`src/rtl/mips_mc_pkg.sv`:
```
// Shared definitions for the multicycle MIPS control FSM: state encoding,
// opcode/funct constants, ALU control codes and datapath mux encodings.
package mips_mc_pkg;

    typedef enum logic [3:0] {
        S_FETCH     = 4'd0,
        S_DECODE    = 4'd1,
        S_MEM_ADDR  = 4'd2,
        S_MEM_READ  = 4'd3,
        S_MEM_WB    = 4'd4,
        S_MEM_WRITE = 4'd5,
        S_R_EXEC    = 4'd6,
        S_R_WB      = 4'd7,
        S_BRANCH    = 4'd8,
        S_JUMP      = 4'd9,
        S_I_EXEC    = 4'd10,
        S_I_WB      = 4'd11,
        S_TRAP      = 4'd12
    } state_t;

    localparam logic [5:0] OP_RTYPE = 6'h00;
    localparam logic [5:0] OP_LW    = 6'h23;
    localparam logic [5:0] OP_SW    = 6'h2B;
    localparam logic [5:0] OP_BEQ   = 6'h04;
    localparam logic [5:0] OP_BNE   = 6'h05;
    localparam logic [5:0] OP_J     = 6'h02;
    localparam logic [5:0] OP_ADDI  = 6'h08;

    localparam logic [5:0] FN_ADD = 6'h20;
    localparam logic [5:0] FN_SUB = 6'h22;
    localparam logic [5:0] FN_AND = 6'h24;
    localparam logic [5:0] FN_OR  = 6'h25;
    localparam logic [5:0] FN_SLT = 6'h2A;

    localparam logic [3:0] ALU_AND = 4'b0000;
    localparam logic [3:0] ALU_OR  = 4'b0001;
    localparam logic [3:0] ALU_ADD = 4'b0010;
    localparam logic [3:0] ALU_SUB = 4'b0110;
    localparam logic [3:0] ALU_SLT = 4'b0111;

    localparam logic [1:0] ASB_REG = 2'b00;
    localparam logic [1:0] ASB_ONE = 2'b01;
    localparam logic [1:0] ASB_IMM = 2'b10;

    localparam logic [1:0] PCS_ALU    = 2'b00;
    localparam logic [1:0] PCS_ALUOUT = 2'b01;
    localparam logic [1:0] PCS_JUMP   = 2'b10;

endpackage

```
`src/rtl/mips_alu_decode.sv`:
```
// R-type funct decoder.
//   funct       in  6  Instruction[5:0]
//   alu_ctrl    out 4  ALU operation code (0000 when funct is unsupported)
//   funct_valid out 1  funct is one of ADD/SUB/AND/OR/SLT
module mips_alu_decode
    import mips_mc_pkg::*;
(
    input  logic [5:0] funct,
    output logic [3:0] alu_ctrl,
    output logic       funct_valid
);

    always_comb begin
        alu_ctrl    = '0;
        funct_valid = 1'b1;
        case (funct)
            FN_ADD:  alu_ctrl = ALU_ADD;
            FN_SUB:  alu_ctrl = ALU_SUB;
            FN_AND:  alu_ctrl = ALU_AND;
            FN_OR:   alu_ctrl = ALU_OR;
            FN_SLT:  alu_ctrl = ALU_SLT;
            default: funct_valid = 1'b0;
        endcase
    end

endmodule

```
`src/rtl/mips_multicycle_ctrl.sv`:
```
// Multicycle MIPS control FSM with a shared instruction/data memory.
//   clk, rst (async, active high)
//   opcode, funct, zero          : instruction fields and ALU zero flag
//   mem_ready                    : memory completes the access this cycle
//   mem_req, mem_we, iord        : memory handshake and address select
//   ir_write, pc_write, pc_src   : IR/PC load controls
//   reg_write, reg_dst, mem_to_reg : register file write controls
//   alu_src_a, alu_src_b, alu_ctrl : ALU operand selects and operation
//   retire                       : pulse in the last state of an instruction
//   illegal                      : sticky trap flag
//   state                        : current FSM state (debug)
module mips_multicycle_ctrl
    import mips_mc_pkg::*;
#(
    parameter int unsigned WAIT_LIMIT = 15,
    parameter int unsigned CNT_W      = 4
) (
    input  logic       clk,
    input  logic       rst,
    input  logic [5:0] opcode,
    input  logic [5:0] funct,
    input  logic       zero,
    input  logic       mem_ready,
    output logic       mem_req,
    output logic       mem_we,
    output logic       iord,
    output logic       ir_write,
    output logic       pc_write,
    output logic [1:0] pc_src,
    output logic       reg_write,
    output logic       reg_dst,
    output logic       mem_to_reg,
    output logic       alu_src_a,
    output logic [1:0] alu_src_b,
    output logic [3:0] alu_ctrl,
    output logic       retire,
    output logic       illegal,
    output logic [3:0] state
);

    // Trap fires on the cycle the counter would reach WAIT_LIMIT.
    localparam logic [CNT_W-1:0] LIMIT_M1 = CNT_W'(WAIT_LIMIT - 1);

    state_t           cur;
    logic [CNT_W-1:0] wait_cnt;
    logic             illegal_q;
    logic [3:0]       r_alu_ctrl;
    logic             funct_valid;

    mips_alu_decode u_alu_decode (
        .funct      (funct),
        .alu_ctrl   (r_alu_ctrl),
        .funct_valid(funct_valid)
    );

    always_ff @(posedge clk or posedge rst) begin
        if (rst) begin
            cur       <= S_FETCH;
            wait_cnt  <= '0;
            illegal_q <= 1'b0;
        end else begin
            wait_cnt <= '0;
            case (cur)
                S_FETCH, S_MEM_READ, S_MEM_WRITE: begin
                    if (mem_ready) begin
                        if (cur == S_FETCH)         cur <= S_DECODE;
                        else if (cur == S_MEM_READ) cur <= S_MEM_WB;
                        else                        cur <= S_FETCH;
                    end else if (wait_cnt == LIMIT_M1) begin
                        cur       <= S_TRAP;
                        illegal_q <= 1'b1;
                    end else begin
                        wait_cnt <= wait_cnt + 1'b1;
                    end
                end
                S_DECODE: begin
                    case (opcode)
                        OP_RTYPE:      cur <= S_R_EXEC;
                        OP_LW, OP_SW:  cur <= S_MEM_ADDR;
                        OP_BEQ, OP_BNE: cur <= S_BRANCH;
                        OP_J:          cur <= S_JUMP;
                        OP_ADDI:       cur <= S_I_EXEC;
                        default: begin
                            cur       <= S_TRAP;
                            illegal_q <= 1'b1;
                        end
                    endcase
                end
                S_MEM_ADDR: cur <= (opcode == OP_SW) ? S_MEM_WRITE : S_MEM_READ;
                S_R_EXEC: begin
                    if (funct_valid) begin
                        cur <= S_R_WB;
                    end else begin
                        cur       <= S_TRAP;
                        illegal_q <= 1'b1;
                    end
                end
                S_I_EXEC: cur <= S_I_WB;
                S_MEM_WB, S_R_WB, S_BRANCH, S_JUMP, S_I_WB: cur <= S_FETCH;
                S_TRAP:   cur <= S_TRAP;
                default: begin
                    cur       <= S_TRAP;
                    illegal_q <= 1'b1;
                end
            endcase
        end
    end

    assign state   = cur;
    assign illegal = illegal_q;

    // Decoded outputs are gated by rst so an access in flight (e.g. a store)
    // is withdrawn the moment reset asserts, not at the next clock edge.
    always_comb begin
        mem_req    = 1'b0;
        mem_we     = 1'b0;
        iord       = 1'b0;
        ir_write   = 1'b0;
        pc_write   = 1'b0;
        pc_src     = PCS_ALU;
        reg_write  = 1'b0;
        reg_dst    = 1'b0;
        mem_to_reg = 1'b0;
        alu_src_a  = 1'b0;
        alu_src_b  = ASB_REG;
        alu_ctrl   = '0;
        retire     = 1'b0;
        if (!rst) begin
            case (cur)
                S_FETCH: begin
                    mem_req   = 1'b1;
                    alu_src_b = ASB_ONE;
                    alu_ctrl  = ALU_ADD;
                    ir_write  = mem_ready;
                    pc_write  = mem_ready;
                end
                S_DECODE: begin
                    alu_src_b = ASB_IMM;
                    alu_ctrl  = ALU_ADD;
                end
                S_MEM_ADDR, S_I_EXEC: begin
                    alu_src_a = 1'b1;
                    alu_src_b = ASB_IMM;
                    alu_ctrl  = ALU_ADD;
                end
                S_MEM_READ: begin
                    mem_req = 1'b1;
                    iord    = 1'b1;
                end
                S_MEM_WB: begin
                    reg_write  = 1'b1;
                    mem_to_reg = 1'b1;
                    retire     = 1'b1;
                end
                S_MEM_WRITE: begin
                    mem_req = 1'b1;
                    mem_we  = 1'b1;
                    iord    = 1'b1;
                    retire  = mem_ready;
                end
                S_R_EXEC: begin
                    alu_src_a = 1'b1;
                    alu_ctrl  = r_alu_ctrl;
                end
                S_R_WB: begin
                    reg_write = 1'b1;
                    reg_dst   = 1'b1;
                    retire    = 1'b1;
                end
                S_BRANCH: begin
                    alu_src_a = 1'b1;
                    alu_ctrl  = ALU_SUB;
                    pc_src    = PCS_ALUOUT;
                    pc_write  = (opcode == OP_BNE) ? !zero : zero;
                    retire    = 1'b1;
                end
                S_JUMP: begin
                    pc_src   = PCS_JUMP;
                    pc_write = 1'b1;
                    retire   = 1'b1;
                end
                S_I_WB: begin
                    reg_write = 1'b1;
                    retire    = 1'b1;
                end
                default: ;
            endcase
        end
    end

endmodule
```
`config.mk`:
```
export PLATFORM = sky130hd
export DESIGN_NAME = mips_multicycle_ctrl
export DESIGN_NICKNAME = d
export VERILOG_FILES = /design/src/rtl/mips_mc_pkg.sv /design/src/rtl/mips_alu_decode.sv /design/src/rtl/mips_multicycle_ctrl.sv
export SDC_FILE = /design/constraint.sdc
export NUM_CORES = 1
export LEC_CHECK = 0
export ABC_AREA = 0
export BUFFER_PORTS_ARGS = -buffer_cell sky130_fd_sc_hd__buf_2
export CAP_MARGIN = 30
export CORE_ASPECT_RATIO = 1.25
export CORE_MARGIN = 3
export CORE_UTILIZATION = 44
export CTS_CLUSTER_SIZE = 20
export DETAILED_ROUTE_END_ITERATION = 8
export PLACE_DENSITY = 0.87
export SYNTH_ARGS = -nofsm -noshare
export SYNTH_HDL_FRONTEND = slang
export SYNTH_SLANG_ARGS = --single-unit
```
`constraint.sdc`:
```
create_clock -name clk -period 1.4 [get_ports clk]
set_clock_uncertainty 0.05 [all_clocks]
set_input_delay 0.14 -clock clk [delete_from_list [all_inputs] [get_ports clk]]
set_output_delay 0.14 -clock clk [all_outputs]
set_load 0.01 [all_outputs]
```
[After elaboration in Yosys (flattened, before gate mapping)]
Cells that the tools add are included.
Word-level totals
  output and inout port bits: 23
  input port bits: 16
  logic and storage cells: 95
  bits in registers: 9
Operators by class
  equal/unequal tests: 29
  mux-type cells: 45
  bitwise logic cells: 1
  $add $sub $neg: 1
  reduce and logical (&&, ||, !) cells: 16
Operators by type and width (count)
  $eq 6x6->1 const B: 7
  $mux 4: 7
  $eq 4x4->1 const B: 6
  $mux 1: 24
  $pmux 4 s6: 1
  $pmux 4 s5: 1
  $eq 4x3->1 const B: 4
  $eq 6x3->1 const B: 2
  $pmux 3 s4: 1
  $pmux 4 s3: 1
  $reduce_or 5->1: 2
  $mux 3: 3
  $reduce_or 3->1: 3
  $eq 4x2->1 const B: 2
  $pmux 2 s2: 2
  $reduce_or 4->1: 2
  $reduce_or 8->1: 1
  $reduce_or 7->1: 1
  $eq 6x2->1 const B: 1
  $eq 6x4->1 const B: 1
  $logic_not 6->1: 1
  $ne 2x2->1 const B: 3
  $reduce_or 2->1: 3
  $reduce_and 5->1: 1
  11 further kinds: 12

[Logic depth before layout (Yosys ltp)]
Gate-level depths: netlist (run 1).
  word-level depth: 5
  gate-level depth with buffers: 7
  mapped depth without buffers: 7

[Hierarchy]
A second synthesis (run 1) with hierarchy kept.
Second synthesis, totals
  cell total of the unflattened synthesis: 134
  area total of the unflattened synthesis: 1024.7 µm²
By module, submodules not included
  mips_multicycle_ctrl: times used 1, area an instance 942.2 µm², cells each 123, sequential area each 225.2 µm²
  mips_alu_decode: times used 1, area an instance 82.6 µm², cells each 11, sequential area each 0.0 µm²

[Least setup slack after synthesis (run 1)]
OpenSTA, ideal clock, no wires.
  kind: reg-to-output
  start: reg cur[1], in the netlist state[1]
  end: out ir_write
  data required time: 1210 ps
  cell stages (with the launch flop): 5
  setup slack: -176 ps
  buffers on the path: 1
  data arrival time: 1386 ps
  cell sequence: dfrtp_1 > buf_6 > or3_1 > nor3_2 > and2_1
Between the ends
  word-level cells in the longest chain between the ends: 3
Ends and longest elaborated chain
  from (decl): RTL line mips_multicycle_ctrl.sv:44  | state_t cur;
  from (signal assigned): RTL line mips_multicycle_ctrl.sv:89  | S_MEM_ADDR: cur <= (opcode == OP_SW) ? S_MEM_WRITE : S_MEM_READ;
  $logic_not 4->1: RTL line mips_multicycle_ctrl.sv:129  | case (cur)
  $mux 1: RTL line mips_multicycle_ctrl.sv:129
  $mux 1: RTL line mips_multicycle_ctrl.sv:128  | if (!rst) begin
  to (decl): RTL line mips_multicycle_ctrl.sv:27  | output logic ir_write,
No other way between the ends.

[Final worst setup path (run 1)]
  start: reg cur[1], in the netlist state[1]
  end: out pc_write
Between the ends
  word-level cells in the longest chain between the ends: 3
  elaborated cells on any way between the ends: 5
  classes of those cells: 2 x eq/ne; 2 x mux; 1 x reduce/logical
Ends and longest elaborated chain
  $eq 4x4->1 / $logic_not 4->1 (equally long branches): RTL line mips_multicycle_ctrl.sv:129
  $pmux 1 s3 *: RTL line mips_multicycle_ctrl.sv:129
  $mux 1 *: RTL line mips_multicycle_ctrl.sv:128
  to (decl): RTL line mips_multicycle_ctrl.sv:28  | output logic pc_write,
Mark *: on every way between the ends. The rest lies on a longest branch, timed or not.

==> metrics.log, run 1 <==
[metrics] largest driver fanout on the critical path: 7
[metrics] via count normalized by instance count: 5.97
[metrics] cells after synthesis: 145
[metrics] htree depth: 1
[metrics] category of the most critical setup path: reg2out
[metrics] distinct cell type count of the synthesized netlist: 48
[metrics] HPWL Detailed: 2950 µm
[metrics] Multi-input gate area: 873 µm²
[metrics] failing checks: setup timing
[metrics] Die Span Y: 60.3 µm
[metrics] FP Rows: 19
[metrics] Inserted Clock Buffers: 3
[metrics] instance area at placement: 0.00154 mm²
[metrics] Finished Layout Cells: 253
[metrics] kind of start point of the critical path: flip-flop
[metrics] unrepaired setup endpoints after global routing: yes
[metrics] Area growth syn-to-layout: 72.0%
[metrics] Hold Vio Cnt, Final: 0
[metrics] EDFF count, synth: 0
[metrics] top library cells by usage in the layout, fill and taps aside: sky130_fd_sc_hd__buf_4 (37), sky130_fd_sc_hd__buf_2 (35), sky130_fd_sc_hd__nor2_1 (18)
[metrics] Layout fillers: 134
[metrics] clock root buffer: sky130_fd_sc_hd__clkbuf_4
[metrics] class of the worst hold path: in2reg
[metrics] detailed-router iteration count before antenna repair: 5
[metrics] min cycle time layout: 1810 ps
[metrics] Max Slew Vio Count: 0
[metrics] final design instance area without fill: 0.00179 mm²
[metrics] via count of the first global-routing pass: 1,420
[metrics] final setup violating endpoints: 26
[metrics] post-synthesis cell area: 0.00104 mm²
[metrics] placer congestion estimate: 0.886
[metrics] Synth Register Bits: 9
[metrics] minimum setup slack in the final design: -408 ps
[metrics] clk sink count: 9
[metrics] proportion of power drawn by the clock network: 0.068
[metrics] peak clock frequency supported by timing: 0.553 GHz
[metrics] maximum vdd drop: 1.14 mV
[metrics] internal power contribution: 0.00162 W
[metrics] Arr. time, crit path: 1620 ps
[metrics] DRT iter0 DRCs: 78
[metrics] post-synthesis average cell area: 7.16 µm²
[metrics] ratio of cells with drive above 1 in the final layout: 0.550
[metrics] Port Buffers: 37
[metrics] Total Die Area: 0.00298 mm²
[metrics] ANT cells: 0
[metrics] combinational share of power: 0.793
[metrics] power per standard cell area: 1710 mW/mm²
[metrics] post-layout net count: 241
[metrics] status: finished with violations
[metrics] total instance count after detailed placement: 242
[metrics] average detailed-routed wire length per instance: 17.8 µm
[metrics] max_cap viols: 0
[metrics] DRT antenna net count: 0
[metrics] syn_nets: 163
[metrics] share of the yosys chip area belonging to registers: 0.217
[metrics] Synth Flop Type: sky130_fd_sc_hd__dfrtp_1
[metrics] die span in x: 49.5 µm
[metrics] clock transition at the register clock pins on the worst setup and hold paths after CTS: 70 ps
[metrics] Ys Warns: 0
[metrics] leakage dissipation: 0.855 nW
[metrics] Storage cell area: 229 µm²
[metrics] commonest non-fill, non-tap cell in the layout: sky130_fd_sc_hd__buf_4
[metrics] initial antenna violation count: 0
[metrics] wire length of the first global-routing pass: 6670 µm
[metrics] number of top-level pins: 39
[metrics] Worst-Skew Late Latency: 270 ps
[metrics] Register-to-Register Setup Slack: -400 ps
[metrics] clock tree from TritonCTS: yes
[metrics] total length of routed wires: 4510 µm
[metrics] share of flip-flops with an asynchronous set or reset: 1.00
[metrics] Psw: 0.00143 W
[metrics] GRT Util Overall: 0.293
[metrics] Flop pwr share: 0.139
[metrics] vias after detailed routing: 1,510
[metrics] number of remaining DRC errors: 0
[metrics] total grt overflow: 0
[metrics] required time of the critical path: 1210 ps
[metrics] Switching Share: 0.469
[metrics] share of the clock period used by the worst path after layout: 1.29
[metrics] initial core utilization: 0.470
[metrics] placeable core area: 0.00221 mm²
[metrics] pin count of the biggest net entering global routing: 13
[metrics] nature of the critical path endpoint: primary output
[metrics] maximum buffer depth of the clock tree: 2
-- final cells by class --
cell class / count / area share
Clock buffer: 4 / 0.0147
Inverter: 5 / 0.0119
Multi-Input combinational cell: 119 / 0.489
Sequential cell: 9 / 0.128
Tap cell: 31 / 0.0217
Timing Repair Buffer: 85 / 0.335
-- state kept, by name (all words and copies together) (netlist names) --
signal / flops
state: 4
wait_cnt: 4
illegal: 1
-- through the flow --
stage / power [W] / hold slack [ps] / setup WS (ps) / setup TNS (ps) / util
global placement: 0.00215 / 264 / -88.3 / -746 / 0.694
detailed placement: 0.00223 / 279 / -194 / -1980 / 0.694
CTS: 0.00275 / 142 / -350 / -5630 / 0.777
floorplan: 0.00140 / 156 / -114 / -627 / -
finish: 0.00306 / 154 / -408 / -7840 / 0.808
global route: 0.00320 / 149 / -445 / -8910 / 0.808
-- power groups by stage --
stage	clock network, W	registers, W	logic [W]
floorplan	0	0.000406	0.000996
global placement	0	0.000386	0.00176
detailed placement	0	0.000398	0.00183
CTS	0.000208	0.000405	0.00214
global route	0.000222	0.000428	0.00255
finish	0.000208	0.000426	0.00242
-- synthesized netlist by cell type, drive strengths merged, types with 2 or more instances --
master | count | area [µm²]
a31oi | 3 | 18.8
a21oi | 6 | 30.0
and3 | 4 | 25.0
a221o | 2 | 20.0
ha | 2 | 25.0
xnor2 | 4 | 35.0
nor2b | 4 | 25.0
nor4 | 3 | 18.8
clkbuf | 2 | 7.51
nand3 | 4 | 20.0
and2 | 3 | 18.8
nor3 | 11 | 60.1
nand4 | 2 | 12.5
a211oi | 3 | 22.5
buf | 10 | 66.3
mux2i | 3 | 30.0
nand2 | 8 | 30.0
o32a | 2 | 20.0
or2 | 2 | 15.0
o21ai | 5 | 25.0
inv | 5 | 18.8
o22ai | 2 | 12.5
nand2b | 3 | 18.8
dfrtp | 9 | 225
o211ai | 2 | 15.0
nor2 | 25 | 93.8
-- path summary, 6_finish.rpt --
check / start / end / cells after the start
min in group asynchronous: rst / state[3]$_DFFE_PP0P_ / 4
hold reg to reg: illegal$_DFFE_PP0P_ / illegal$_DFFE_PP0P_ / 1
hold / removal: opcode[1] / state[0]$_DFFE_PP0P_ / 3
setup reg to reg: state[1]$_DFFE_PP0P_ / state[0]$_DFFE_PP0P_ / 8
setup / recovery: state[1]$_DFFE_PP0P_ / pc_write / 6
max in group asynchronous: rst / state[2]$_DFFE_PP0P_ / 4
-- per-layer routing --
metal / up-vias / routed length [µm] / global-route usage
li1: 674 / - / -
met1: 707 / 1610 / 0.304
met2: 100 / 2360 / 0.580
met3: 29 / 307 / 0.0424
met4: 0 / 229 / 0.134
met5: - / 0 / 0
-- critical path: stages (launching register included) --
cell and delay, ps:
sky130_fd_sc_hd__dfrtp_2 460, sky130_fd_sc_hd__buf_4 160, sky130_fd_sc_hd__buf_6 110, sky130_fd_sc_hd__buf_6 110, sky130_fd_sc_hd__o31ai_4 200, sky130_fd_sc_hd__and3_1 180, sky130_fd_sc_hd__buf_2 130
-- kinds of logic (layout without fill, tap and decap cells) --
group	Yosys count	in the layout	share of synthesized area
simple gates	76	76	0.381
compound gates	32	32	0.214
buf+inv	17	94	0.0892
flops	9	9	0.217
xor+xnor	5	5	0.0422
mux	3	3	0.0289
fa+ha+maj	2	2	0.0241
other cells	1	1	0.00361
-- what timing repair did --
item | 4_1_cts | 5_1_grt
pin swaps | 14 | 6
hold endpoints to repair | 4 | 0
gates resized for setup | 27 | 15
hold buffers | 1 | 0
setup buffers | 5 | 1
setup endpoints to repair | 26 | 26
(Power assumes the default switching activity.)
==> run 2, diff against run 1 <==
--- a/config.mk
+++ b/config.mk
@@ -13,7 +13,9 @@
 export CORE_UTILIZATION = 44
 export CTS_CLUSTER_SIZE = 20
 export DETAILED_ROUTE_END_ITERATION = 8
+export GPL_TIMING_DRIVEN = 1
 export PLACE_DENSITY = 0.87
+export REMOVE_ABC_BUFFERS = 1
 export SYNTH_ARGS = -nofsm -noshare
 export SYNTH_HDL_FRONTEND = slang
 export SYNTH_SLANG_ARGS = --single-unit
==> run 2 against run 1 <==
Net effect: the run still ends with setup timing left; largest cell class unchanged; register-to-register slack better by 40 ps; critical endpoint is now alu_src_a; die area unchanged; clock-buffer cell count unchanged; critical path type unchanged.
==> metrics.log, run 2 (synthesis gave the netlist of run 1 again) <==
[metrics] library cell contributing the largest single delay on the critical path: sky130_fd_sc_hd__dfrtp_2
[metrics] Total Die Area: 0.00298 mm²
[metrics] max_cap viols: 0
[metrics] cell chain of the critical path: buf_6 -> buf_8 -> buf_6 -> nand2_2 -> buf_6 -> a211oi_2 -> buf_2
[metrics] Area growth syn-to-layout: 76.0%
[metrics] detailed-router iteration count before antenna repair: 6
[metrics] GR Util met2: 0.517
[metrics] via count of the first global-routing pass: 1,423
[metrics] wire length of the first global-routing pass: 6620 µm
[metrics] Arr. time, crit path: 1680 ps
[metrics] required time of the critical path: 1210 ps
[metrics] power per standard cell area: 1650 mW/mm²
[metrics] total instance count after detailed placement: 240
[metrics] average detailed-routed wire length per instance: 17.9 µm
[metrics] largest driver fanout on the critical path: 6
[metrics] met1 Usage GRT: 0.331
[metrics] family of cells with the greatest summed delay on the critical path: buffers and inverters
[metrics] maximum buffer depth of the clock tree: 2
[metrics] placeable core area: 0.00221 mm²
[metrics] failing checks: setup timing
[metrics] FP Rows: 19
[metrics] Tot Pwr: 0.00301 W
[metrics] clock root buffer: sky130_fd_sc_hd__clkbuf_4
[metrics] buffers plus inverters on the worst setup path: 5
[metrics] initial antenna violation count: 0
[metrics] Layout fillers: 126
[metrics] Finished Layout Cells: 258
[metrics] ratio of cells with drive above 1 in the final layout: 0.564
[metrics] status: finished with violations
[metrics] clock tree from TritonCTS: yes
[metrics] delay of the slowest cell on the worst path: 450 ps
[metrics] min cycle time layout: 1870 ps
[metrics] cell with the most instances on the worst path: sky130_fd_sc_hd__buf_6
[metrics] number of top-level pins: 39
[metrics] ANT cells: 0
[metrics] category of the most critical setup path: reg2out
[metrics] total grt overflow: 0
[metrics] post-layout net count: 246
[metrics] GRT Util Overall: 0.282
[metrics] Max Slew Vio Count: 0
[metrics] placer congestion estimate: 0.934
[metrics] class of the worst hold path: in2reg
[metrics] initial core utilization: 0.470
[metrics] vias after detailed routing: 1,561
[metrics] leakage dissipation: 0.871 nW
[metrics] die span in x: 49.5 µm
[metrics] htree depth: 1
[metrics] Top Usage Layer GRT: met2
[metrics] number of remaining DRC errors: 0
[metrics] Inserted Clock Buffers: 3
[metrics] unrepaired setup endpoints after global routing: yes
[metrics] grt met3 use: 0.0499
[metrics] DRT antenna net count: 0
[metrics] Die Span Y: 60.3 µm
[metrics] share of the clock period used by the worst path after layout: 1.33
[metrics] peak clock frequency supported by timing: 0.536 GHz
[metrics] pin count of the biggest net entering global routing: 13
[metrics] HPWL Detailed: 2770 µm
[metrics] DRT iter0 DRCs: 109
[metrics] final setup violating endpoints: 27
[metrics] final core utilization: 0.827
[metrics] clk sink count: 9
[metrics] setup tns final: -7880 ps
[metrics] maximum vdd drop: 1.11 mV
[metrics] top library cells by usage in the layout, fill and taps aside: sky130_fd_sc_hd__buf_4 (44), sky130_fd_sc_hd__buf_2 (36), sky130_fd_sc_hd__nor2_1 (20)
[metrics] Worst-Skew Late Latency: 260 ps
[metrics] minimum setup slack in the final design: -467 ps
[metrics] Hold Vio Cnt, Final: 0
[metrics] via count normalized by instance count: 6.05
[metrics] nature of the critical path endpoint: primary output
[metrics] commonest non-fill, non-tap cell in the layout: sky130_fd_sc_hd__buf_4
[metrics] kind of start point of the critical path: flip-flop
[metrics] total length of routed wires: 4620 µm
[metrics] Port Buffers: 37
[metrics] clock transition at the register clock pins on the worst setup and hold paths after CTS: 70 ps
## run 2: cell types whose count changed in the layout (fill, tap and decap cells not counted), moves of 2 or more
cell                      before  now
sky130_fd_sc_hd__buf_4        37   44
sky130_fd_sc_hd__buf_6        12    8
sky130_fd_sc_hd__nand2_1       6    4
sky130_fd_sc_hd__nand2_2       1    4
sky130_fd_sc_hd__nor2_1       18   20
sky130_fd_sc_hd__nor2_2        7    3
sky130_fd_sc_hd__nor2_4        0    2
## run 2: per-layer routing
metal,vias up,part of all wire
li1,693,-
met1,722,0.37
met2,118,0.50
met3,28,0.083
met4,0,0.046
met5,-,0
## run 2: final cells by class
cell class / instances / area [µm²] / area share
clock buffers: 4 / 26.3 / 0.0144
inverters: 5 / 18.8 / 0.0103
multi-input cells: 119 / 891 / 0.487
flip-flops and latches: 9 / 228 / 0.125
well taps: 31 / 38.8 / 0.0212
repair buffers: 90 / 626 / 0.342
## run 2: tightest hold or removal path: cells and delay by family
kind	cells	cell delay (ps)
compound gates	1	60
buf+inv	1	140
simple gates	1	70
## run 2: path summary, 6_finish.rpt
kind                                      start              endpoint  slack [ps]  cells past startpoint
setup / recovery           state[1]$_DFFE_PP0P_             alu_src_a        -470                      7
hold / removal                        opcode[1]  state[0]$_DFFE_PP0P_         140                      3
setup reg to reg           state[0]$_DFFE_PP0P_  state[1]$_DFFE_PP0P_        -360                      6
hold reg to reg             illegal$_DFFE_PP0P_   illegal$_DFFE_PP0P_         430                      1
max in group asynchronous                   rst  state[0]$_DFFE_PP0P_         440                      4
min in group asynchronous                   rst  state[3]$_DFFE_PP0P_         580                      4
## run 2: per-stage QoR
step	cell area (µm²)	hold slack, ps	setup WS (ps)
CTS	1680	134	-352
global placement	1480	254	-133
global route	1830	157	-480
finish	1830	141	-467
floorplan	965	-82.1	-496
detailed placement	1480	261	-288
## run 2: report_power, final
part,internal [W],switching [W]
sequential,0.000328,0.0000831
combinational,0.00116,0.00124
clock,0.000110,0.0000942
## run 2: timing repair
action                                  CTS  global route
hold buffers                              1             0
endpoints found under the setup margin   26            26
hold endpoints to repair                  4             0
pin swaps                                12             7
buffers inserted                          7             7
resized for setup                        29            25
